**config.mk**
```make
export PLATFORM = sky130hd
export DESIGN_NAME = mem_arbiter
export DESIGN_NICKNAME = d
export VERILOG_FILES = /design/src/rtl/mem_arbiter.sv
export SDC_FILE = /design/constraint.sdc
export NUM_CORES = 1
export LEC_CHECK = 0
export BUFFER_PORTS_ARGS = -buffer_cell sky130_fd_sc_hd__buf_2
export CAP_MARGIN = 20
export CORE_AREA = 2 2 339 341
export CTS_BUF_LIST = sky130_fd_sc_hd__clkbuf_4 sky130_fd_sc_hd__clkbuf_8
export DETAILED_ROUTE_END_ITERATION = 10
export DIE_AREA = 0 0 341 343
export PLACE_DENSITY_LB_ADDON = 0.3
export SKIP_CTS_REPAIR_TIMING = 1
export SLEW_MARGIN = 20
export SYNTH_ARGS = -nofsm -noshare
export SYNTH_HDL_FRONTEND = slang
export SYNTH_SLANG_ARGS = --single-unit
```
**constraint.sdc**
```tcl
create_clock -name clk -period 2.3 [get_ports clk]
set_clock_uncertainty 0.05 [all_clocks]
set_input_delay 0.46 -clock clk [delete_from_list [all_inputs] [get_ports clk]]
set_output_delay 0.46 -clock clk [all_outputs]
set_load 0.01 [all_outputs]
```
**src/rtl/mem_arbiter.sv**
```systemverilog
// mem_arbiter: shares one multi-cycle memory port between I_cache and D_cache (round-robin when ARB_RR_EN is defined, else fixed priority)
module mem_arbiter #(
  parameter int ADDR_W     = 28,
  parameter int DATA_W     = 128,
  parameter int D_PRIORITY = 1
) (
  input  logic              clk,
  input  logic              rst,
  input  logic              i_read,
  input  logic              i_write,
  input  logic [ADDR_W-1:0] i_addr,
  input  logic [DATA_W-1:0] i_wdata,
  output logic [DATA_W-1:0] i_rdata,
  output logic              i_ready,
  input  logic              d_read,
  input  logic              d_write,
  input  logic [ADDR_W-1:0] d_addr,
  input  logic [DATA_W-1:0] d_wdata,
  output logic [DATA_W-1:0] d_rdata,
  output logic              d_ready,
  output logic              mem_read,
  output logic              mem_write,
  output logic [ADDR_W-1:0] mem_addr,
  output logic [DATA_W-1:0] mem_wdata,
  input  logic [DATA_W-1:0] mem_rdata,
  input  logic              mem_ready,
  output logic              busy
);
  typedef enum logic [1:0] {IDLE, GNT_I, GNT_D, DONE} state_t;
  state_t state, state_nx;
  logic req_i, req_d, pick_d, start, finish;
  assign req_i  = i_read | i_write;
  assign req_d  = d_read | d_write;
  assign start  = (state == IDLE) & (req_i | req_d);
  assign finish = ((state == GNT_I) | (state == GNT_D)) & mem_ready;
  assign busy   = state != IDLE;
`ifdef ARB_RR_EN
  logic last_d;
  assign pick_d = req_d & (~req_i | ~last_d);
  // remember who was granted last so a tie goes to the other requester
  always_ff @(posedge clk)
    if (rst) last_d <= 1'b0;
    else if (start) last_d <= pick_d;
`else
  assign pick_d = req_d & (~req_i | (D_PRIORITY != 0));
`endif
  // state register
  always_ff @(posedge clk)
    if (rst) state <= IDLE;
    else state <= state_nx;
  // next state: a grant lasts until mem_ready, then one DONE cycle lets the requester drop its request
  always_comb begin
    state_nx = state;
    state_nx = (state == IDLE) ? (start ? (pick_d ? GNT_D : GNT_I) : IDLE) :
               (state == DONE) ? IDLE : (mem_ready ? DONE : state);
  end
  // latch the winner's command, then return data and a one-cycle ready to that requester only
  always_ff @(posedge clk)
    if (rst) begin
      mem_read  <= 1'b0;
      mem_write <= 1'b0;
      mem_addr  <= '0;
      mem_wdata <= '0;
      i_rdata   <= '0;
      d_rdata   <= '0;
      i_ready   <= 1'b0;
      d_ready   <= 1'b0;
    end else begin
      i_ready <= 1'b0;
      d_ready <= 1'b0;
      if (start) begin
        mem_write <= pick_d ? d_write : i_write;
        mem_read  <= pick_d ? d_read & ~d_write : i_read & ~i_write;
        mem_addr  <= pick_d ? d_addr : i_addr;
        mem_wdata <= pick_d ? d_wdata : i_wdata;
      end
      if (finish) begin
        mem_read  <= 1'b0;
        mem_write <= 1'b0;
        i_ready   <= state == GNT_I;
        d_ready   <= state == GNT_D;
        if (mem_read && state == GNT_I) i_rdata <= mem_rdata;
        if (mem_read && state == GNT_D) d_rdata <= mem_rdata;
      end
    end
endmodule

```
==> run summary, run 1 <==
Status = finished clean
CP Launch Type = register
Synth area leaders = dfxtp_1 54%, a21oi_1 13%, nand2_1 12%, a22oi_1 7.5%, nand4_1 6.4%
Clock Power Share = 0.415
Nets@finish = 3573
Root Buffer = clkbuf_8
Routed wire length = 89.9 mm
Most common cell after layout, fill and taps aside = buf_2
Tot Pwr = 19.8 mW
Fmax = 0.466 GHz
Vias in the first global route = 17018
# setup viols final = 0
Most frequent cells in the layout = 862 x buf_2, 514 x nand2_1, 416 x dfxtp_1
CP cell instances = inv_1 > ha_4 > buf_16 > inv_1 > buf_2
CTS tree = yes
Placed cell count = 4158
Combinational power share = 0.192
Clock latency on the worst-skew pair = 660 ps
Crit-path most repeated cell = inv_1
Area grow syn2layout = 78.6%
Worst VDD drop = 0.546 mV
Die ar. = 117000 µm²
DRT Pass-1 Iters = 6
# rows = 124
Synth Warn # = 0
Max-cap violations = 0
CP Buf/Inv Count = 4
Initial core utilization = 0.137
Leak = 11.8 nW
Syn Nets = 2326
Synthesized area = 15500 µm²
Cell taking the most area after synthesis = dfxtp_1
GR Util All Layers = 0.139
CP Max Fanout = 6
Seq cells post-synth = 418
Vias per inst = 4.08
Sw Ratio = 0.295
Hold Path Class = primary input to register
Syn Inst Count = 1875
Area occupied by multi-input gates = 6390 µm²
Final cell count without fillers = 4694
I/O Buffers = 863
# IOs = 864
Reg clk slew, reported paths = 60 ps
Fin crit share = 0.933
Slowest stage delay, CP = 330 ps
Netlist cell types = 23
Remaining DRCs = 0
Post-layout util = 0.245
Hpwl dp = 66.6 mm
Actual slew at the worst max-slew pin = 708 ps
Crit path time final = 2140 ps
Cell Pwr Density = 714 nW/µm²
Max-slew violations = 0
Crit. End Element = output port
Largest net degree at the start of global routing = 64
First-pass GRT wire length = 120 mm
CP delay by family, top = buffers and inverters
Max_slew headroom = 0.523
Internal power = 14.0 mW
Crit path kind = register to output port
Num CTS Buffers = 84
Hold Violations, Final = 0
Critical Path RT = 1790 ps
Slowest cell on crit path = dfxtp_2
Die X-Extent = 341 µm
Remaining global-route overflow = 0
Core Region = 113000 µm²
Htree depth = 3
Fill count = 12589
Arr. time, crit path = 1630 ps
DR vias = 19133
Layout cells sized above 1 = 0.353
Sequential share of the synthesized area = 0.538
Initial antenna violation count = 4
Final ANT Viol Nets = 0
Routability cong. = 0.844
Iter 0 DRT Violations = 1003
Synth Area per Inst = 8.29 µm²
Flop pwr share = 0.394
Top cell type's share of synthesized area = 0.538
Routed len/inst = 19.1 µm
Maximum buffer depth of the clock tree = 3
CTS Sinks = 418
P_sw = 5.85 mW
Die Ht = 343 µm
Sequential Area = 8370 µm²
-- cells by family after synthesis --
kind of cell    share of synthesized area
fa+ha+maj                         0.00322
compound gates                      0.213
flops                               0.538
buf+inv                            0.0530
simple gates                        0.193
-- worst register-to-register path: cells and delay by family, from the launching register on --
kind | cells | cell delay, ps
buffers and inverters | 2 | 390
DFF | 1 | 350
adders and majority gates | 1 | 300
AOI/OAI and AO/OA | 1 | 160
and+or+nand+nor | 2 | 630
-- cells in the mapped netlist --
master and count:
nor2_1 2, o41ai_4 1, or2_2 1, a21oi_1 414, and4b_1 1, buf_1 20
ha_1 4, o21ai_0 4, a22oi_1 156, a221oi_1 1, nand3_1 1, buf_2 38
buf_4 15, nand2b_1 1, dfxtp_1 418, and4_1 2, clkbuf_1 116, nand4_1 158
inv_1 3, o21a_1 1, nand2_1 514, nor3b_1 2, nor2b_1 2
-- area by class of cell --
cell class,instances,area share
antenna,2,0.000180
clock buffer,130,0.0583
clock inverter,14,0.00563
inverter,3,0.000405
multi-input combinational,1265,0.230
sequential,418,0.301
tap,1512,0.0681
timing repair buffer,1350,0.336
-- routing by layer --
metal,share of wire,vias up,GRT usage
li1,-,9094,-
met1,0.38,9036,0.147
met2,0.49,829,0.236
met3,0.084,174,0.0568
met4,0.047,0,0.0722
met5,0,-,0
-- power groups by stage --
stage               Clock (mW)  Sequential (mW)  Combinational [mW]
floorplan                    0             8.08                1.25
global placement             0             7.95                3.15
detailed placement           0             7.95                3.15
CTS                       8.58             7.80                3.16
global route              8.85             7.84                4.06
finish                    8.21             7.81                3.80
-- final timing paths --
path	slack, ps	depth (start not counted)	end	startpoint
max	160	5	busy	state[0]
min	20	3	mem_wdata[10]	d_wdata[10]
max reg2reg	340	6	d_rdata[104]	state[0]
min reg2reg	400	2	d_rdata[73]	d_rdata[73]
-- through the flow --
step | area (µm²) | hold slack, ps | setup WS [ps] | setup TNS, ps
after floorplan | 15500 | 431 | 439 | 0
after global placement | 22100 | 389 | 267 | 0
after detailed placement | 22100 | 393 | 275 | 0
after CTS | 23800 | -162 | -289 | -289
after global routing | 27800 | -0.401 | -9.45 | -9.45
final | 27800 | 16.6 | 155 | 0
-- sequential cells by signal, summed over array words and instances, names as in the netlist --
register   flops
d_rdata      128
i_rdata      128
mem_wdata    128
mem_addr      28
state          2
d_ready        1
i_ready        1
mem_read       1
mem_write      1
Note: power is estimated with default switching activity, not from simulation.
==> run 2, diff against run 1 <==
==> constraint.sdc (replaced) <==
create_clock -name clk -period 2.72 [get_ports clk]
set_clock_uncertainty 0.05 [all_clocks]
set_input_delay 0.544 -clock clk [delete_from_list [all_inputs] [get_ports clk]]
set_output_delay 0.544 -clock clk [all_outputs]
set_load 0.01 [all_outputs]
==> run 2 against run 1 <==
Net effect: wire length fell by 3.3%; largest cell class is now sequential cells; first-iteration DRC count fell by 6.4%; critical endpoint unchanged; sequential share of layout area rose by 2.8 points.
==> run summary, run 2 (synthesis gave the netlist of run 1 again) <==
Cell Pwr Density = 646 nW/µm² (-9.5%)
Max_slew headroom = 0.530 (+0.00671)
Htree depth = 3 (unchanged)
Hpwl dp = 64.1 mm (-3.9%)
Clock latency on the worst-skew pair = 680 ps (+20 ps)
Iter 0 DRT Violations = 939 (-6.4%)
Clock Power Share = 0.427 (+0.012)
Initial antenna violation count = 10 (+6)
CTS Sinks = 418 (unchanged)
I/O Buffers = 863 (unchanged)
Crit path time final = 2520 ps
# setup viols final = 0 (unchanged)
Core Region = 113000 µm² (unchanged)
Largest net degree at the start of global routing = 109 (+70%)
Arr. time, crit path = 1930 ps (+300 ps)
Top Registers = d_rdata (128), i_rdata (128), mem_wdata (128)
Fill count = 12713 (+0.98%)
Vias in the first global route = 16874 (-0.85%)
Root Buffer = clkbuf_8
Remaining global-route overflow = 0 (unchanged)
DR vias = 18046 (-5.7%)
Initial core utilization = 0.137 (unchanged)
Sw Ratio = 0.299 (+0.00374)
Final ANT Viol Nets = 0 (unchanged)
CTS tree = yes
Routed len/inst = 19.5 µm (+1.7%)
Die X-Extent = 341 µm (unchanged)
Fin crit share = 0.927
GR Util All Layers = 0.137 (-0.00194)
Hold Violations, Final = 0 (unchanged)
Max-cap violations = 0 (unchanged)
# rows = 124 (unchanged)
Setup_tns = 0 ps (unchanged)
Num CTS Buffers = 81 (-3.6%)
Crit path kind = register to output port
Vias per inst = 4.04 (-0.80%)
Critical Path RT = 2130 ps (+340 ps)
Internal power = 11.5 mW (-18%)
Die Ht = 343 µm (unchanged)
Fmax = 0.397 GHz
Crit. End Element = output port
Area grow syn2layout = 63.6%
Sequential Area = 8370 µm² (about the same)
Remaining DRCs = 0 (unchanged)
Worst VDD drop = 0.347 mV (-37%)
Die ar. = 117000 µm² (unchanged)
Layout cells sized above 1 = 0.368 (+0.0147)
Nets@finish = 3335 (-6.7%)
Leak = 10.8 nW (-8.7%)
Routed wire length = 86.9 mm (-3.3%)
Hold Path Class = primary input to register
Most frequent cells in the layout = 862 x buf_2, 514 x nand2_1, 418 x dfxtp_1
Flop pwr share = 0.401 (+0.007)
CP Launch Type = register
Status = finished clean
Reg clk slew, reported paths = 60 ps (about the same)
First-pass GRT wire length = 119 mm (-0.69%)
Actual slew at the worst max-slew pin = 698 ps (-9.96 ps)
DRT Pass-1 Iters = 7 (+1)
Most common cell after layout, fill and taps aside = buf_2
Max-slew violations = 0 (unchanged)
# IOs = 864 (unchanged)
Routability cong. = 0.857 (+1.5%)
P_sw = 4.91 mW (-16%)
Combinational power share = 0.172 (-0.020)
RSZ-0062 raised after global routing = false
Area occupied by multi-input gates = 6390 µm² (unchanged)
Placed cell count = 4130 (-0.67%)
CP Max Fanout = 27 (+21)
Maximum buffer depth of the clock tree = 3 (unchanged)
Final cell count without fillers = 4463 (-4.9%)
-- run 2: metal layers --
metal,global-route usage,share of wire,vias up
met4,0.0492,0.029,8
met3,0.0503,0.090,125
met1,0.151,0.38,8494
met2,0.239,0.50,783
met5,0,0.00049,-
li1,-,-,8636
-- run 2: through the flow --
stage	utilization	hold slack (ps)	instance area, µm²	worst slack (ps)	total power [mW]
2_1_floorplan	-	431	15500	775	7.89
3_3_place_gp	0.192	388	21800	602	9.27
3_5_place_dp	0.192	393	21800	606	9.28
4_1_cts	0.208	-86.1	23500	-126	16.4
5_1_grt	0.224	-5.87	25400	24.7	17.2
6_report	0.224	37.3	25400	200	16.4
-- run 2: worst max-delay path, cell delays in order (launching register included) --
cell and delay [ps]:
dfxtp_1 340, inv_1 120, ha_4 310, buf_16 250, inv_1 60, buf_2 130
-- run 2: final cells by class --
class,count,share of cell area
repair buffers,1115,0.274
flip-flops and latches,418,0.329
multi-input cells,1265,0.251
diodes,7,0.000689
clock buffers,123,0.0612
well taps,1512,0.0744
inverters,3,0.000443
clock inverters,20,0.00915
-- run 2: worst paths after layout --
| check | start | end | slack [ps] | cells after the start |
|---|---|---|---|---|
| worst max register to register | state[0] | mem_wdata[24] | 230 | 7 |
| worst min-delay path | i_wdata[86] | mem_wdata[86] | 40 | 3 |
| worst min register to register | d_rdata[66] | d_rdata[66] | 400 | 2 |
| worst max-delay path | state[0] | busy | 200 | 5 |
-- run 2: power by group through the flow --
stage          clock [mW]  combinational [mW]  sequential (mW)
2_1_floorplan           0                1.05             6.83
3_3_place_gp            0                2.56             6.72
3_5_place_dp            0                2.56             6.72
4_1_cts              7.30                2.56             6.59
5_1_grt              7.55                3.03             6.62
6_report             7.01                2.82             6.59
==> run 3, diff against run 2 <==
--- a/config.mk
+++ b/config.mk
@@ -12,6 +12,7 @@
 export DETAILED_ROUTE_END_ITERATION = 10
 export DIE_AREA = 0 0 341 343
 export PLACE_DENSITY_LB_ADDON = 0.3
+export SETUP_SLACK_MARGIN = 0.02
 export SKIP_CTS_REPAIR_TIMING = 1
 export SLEW_MARGIN = 20
 export SYNTH_ARGS = -nofsm -noshare
==> constraint.sdc (replaced) <==
create_clock -name clk -period 2.8 [get_ports clk]
set_clock_uncertainty 0.05 [all_clocks]
set_input_delay 0.56 -clock clk [delete_from_list [all_inputs] [get_ports clk]]
set_output_delay 0.56 -clock clk [all_outputs]
set_load 0.01 [all_outputs]
==> run 3 against run 2 <==
Net effect: flip-flop and latch count is the same; cell count fell by 2.3%; die area stayed put; largest power group unchanged.
==> run summary, run 3 (synthesis gave the netlist of run 1 again) <==
Most frequent cells in the layout = 862 x buf_2, 514 x nand2_1, 418 x dfxtp_1
Clock latency on the worst-skew pair = 670 ps (about the same)
Remaining global-route overflow = 0 (unchanged)
CP Max Fanout = 17 (-37%)
Crit path time final = 2480 ps
Final worst slack = 319 ps (+119 ps)
First-pass GRT wire length = 119 mm (+0.12%)
FF-to-FF Start = state[0]
Critical Path RT = 2190 ps (+60 ps)
CP Buf/Inv Count = 4 (unchanged)
CP delay by family, top = buffers and inverters
Hold Path Class = primary input to register
DR vias = 17602 (-2.5%)
Hold Violations, Final = 0 (unchanged)
Area grow syn2layout = 56.9%
# rows = 124 (unchanged)
CP Launch Type = register
Slowest stage delay, CP = 330 ps (about the same)
DRT Pass-1 Iters = 5 (-2)
GR Util All Layers = 0.137 (+0.000405)
Fin crit share = 0.886
Max-slew violations = 0 (unchanged)
Setup crit start = state[0]
Num CTS Buffers = 79 (-2.5%)
Vias per inst = 4.04 (-0.18%)
Fmax = 0.403 GHz
Highest layer used for signal routing = met5
Routed len/inst = 19.6 µm (+0.61%)
Vias in the first global route = 17014 (+0.83%)
WL met2 = 42.6 mm (-1.7%)
Status = finished clean
Worst r2r path cells = 6 (-1)
Maximum buffer depth of the clock tree = 3 (unchanged)
Wire length on met1 = 32.7 mm (-1.2%)
Arr. time, crit path = 1870 ps (-60 ps)
Setup_tns = 0 ps (unchanged)
Initial core utilization = 0.137 (unchanged)
Leak = 10.4 nW (-4.1%)
Die Ht = 343 µm (unchanged)
Max_slew headroom = 0.549 (+0.0192)
Initial antenna violation count = 18 (+8)
Core Region = 113000 µm² (unchanged)
WHS Path Cells = 3 (unchanged)
Crit path kind = register to output port
Layout cells sized above 1 = 0.380 (+0.0121)
Routed wire length = 85.4 mm (-1.7%)
RSZ-0062 raised after global routing = false
CTS tree = yes
Slowest cell on crit path = dfxtp_1
Die X-Extent = 341 µm (unchanged)
Min-delay src = i_wdata[89]
Routability cong. = 0.848 (-1.1%)
Reg clk slew, reported paths = 60 ps (about the same)
Crit. End Element = output port
Hpwl dp = 64.9 mm (+1.3%)
Crit-path most repeated cell = inv_1
Max-cap violations = 0 (unchanged)
Htree depth = 3 (unchanged)
Final ANT Viol Nets = 0 (unchanged)
Reg-to-reg endpoint = i_rdata[120]
Iter 0 DRT Violations = 927 (-1.3%)
Largest net degree at the start of global routing = 89 (-18%)
Remaining DRCs = 0 (unchanged)
Most common cell after layout, fill and taps aside = buf_2
CTS Sinks = 418 (unchanged)
Top Registers = d_rdata (128), i_rdata (128), mem_wdata (128)
Root Buffer = clkbuf_8
Hold EP = mem_wdata[89]
I/O Buffers = 863 (unchanged)
DP Worst Slack = 643 ps (+37.0 ps)
Nets@finish = 3233 (-3.1%)
CP cell instances = inv_1 > ha_4 > buf_4 > inv_1 > buf_2
Reg-to-reg slack, setup = 780 ps (+550 ps)
# setup viols final = 0 (unchanged)
Actual slew at the worst max-slew pin = 670 ps (-28.5 ps)
Met3 wire length = 7.36 mm (-6.3%)
Cell Pwr Density = 643 nW/µm² (-0.40%)
Worst VDD drop = 0.316 mV (-8.7%)
Die ar. = 117000 µm² (unchanged)
# IOs = 864 (unchanged)
[run 3: changes by cell type in the layout (fill, tap and decap cells not counted), moves of 4 or more]
cell and change:
buf_12 +4, clkbuf_4 +10, clkbuf_8 -8, clkinv_2 -6, dlygate4sd3_1 -100
[run 3: worst register-to-register path, delay by kind of cell (launching register included)]
kind	cells	cell delay (ps)
buf+inv	2	420
fa+ha+maj	1	300
flops	1	370
compound gates	1	120
simple gates	2	670
[run 3: final cells by class]
| type | count | area [µm²] |
|---|---|---|
| Fill cell | 12814 | 89000 |
| Sequential cell | 418 | 8370 |
| Multi-Input combinational cell | 1265 | 6390 |
| Timing Repair Buffer | 1015 | 5960 |
| Tap cell | 1512 | 1890 |
| Clock buffer | 125 | 1520 |
| Clock inverter | 14 | 231 |
| Antenna cell | 9 | 22.5 |
| Inverter | 3 | 11.3 |
[run 3: worst max-delay path by stage]
stage	end	depth (start not counted)
6_report	busy	5
3_3_place_gp	mem_wdata[123]	6
5_1_grt	busy	5
2_1_floorplan	busy	6
3_5_place_dp	mem_wdata[105]	6
4_1_cts	busy	5
[run 3: report_power, final]
part / leakage, nW / switching, mW / internal (mW) / total, mW
registers: 3.40 / 0.162 / 6.24 / 6.40
clock network: 0.929 / 2.88 / 3.85 / 6.73
logic: 6.04 / 1.59 / 0.970 / 2.56
total: 10.4 / 4.63 / 11.1 / 15.7
[run 3: through the flow]
step                instance area (µm²)  instances  hold slack [ps]   util  power (mW)
finish                            24400       4361             69.0  0.215        15.7
global route                      24400       4358            -3.10  0.215        16.5
CTS                               23600       4271            -89.7  0.208        15.9
detailed placement                21800       4132              393  0.192        9.03
global placement                  21800       4132              390  0.192        9.02
floorplan                         15500       1875              431      -        7.66
[run 3: per-layer routing]
metal	up-vias	GRT usage
met2	713	0.241
met1	8315	0.149
met4	14	0.0515
li1	8432	-
met3	128	0.0517
met5	-	0
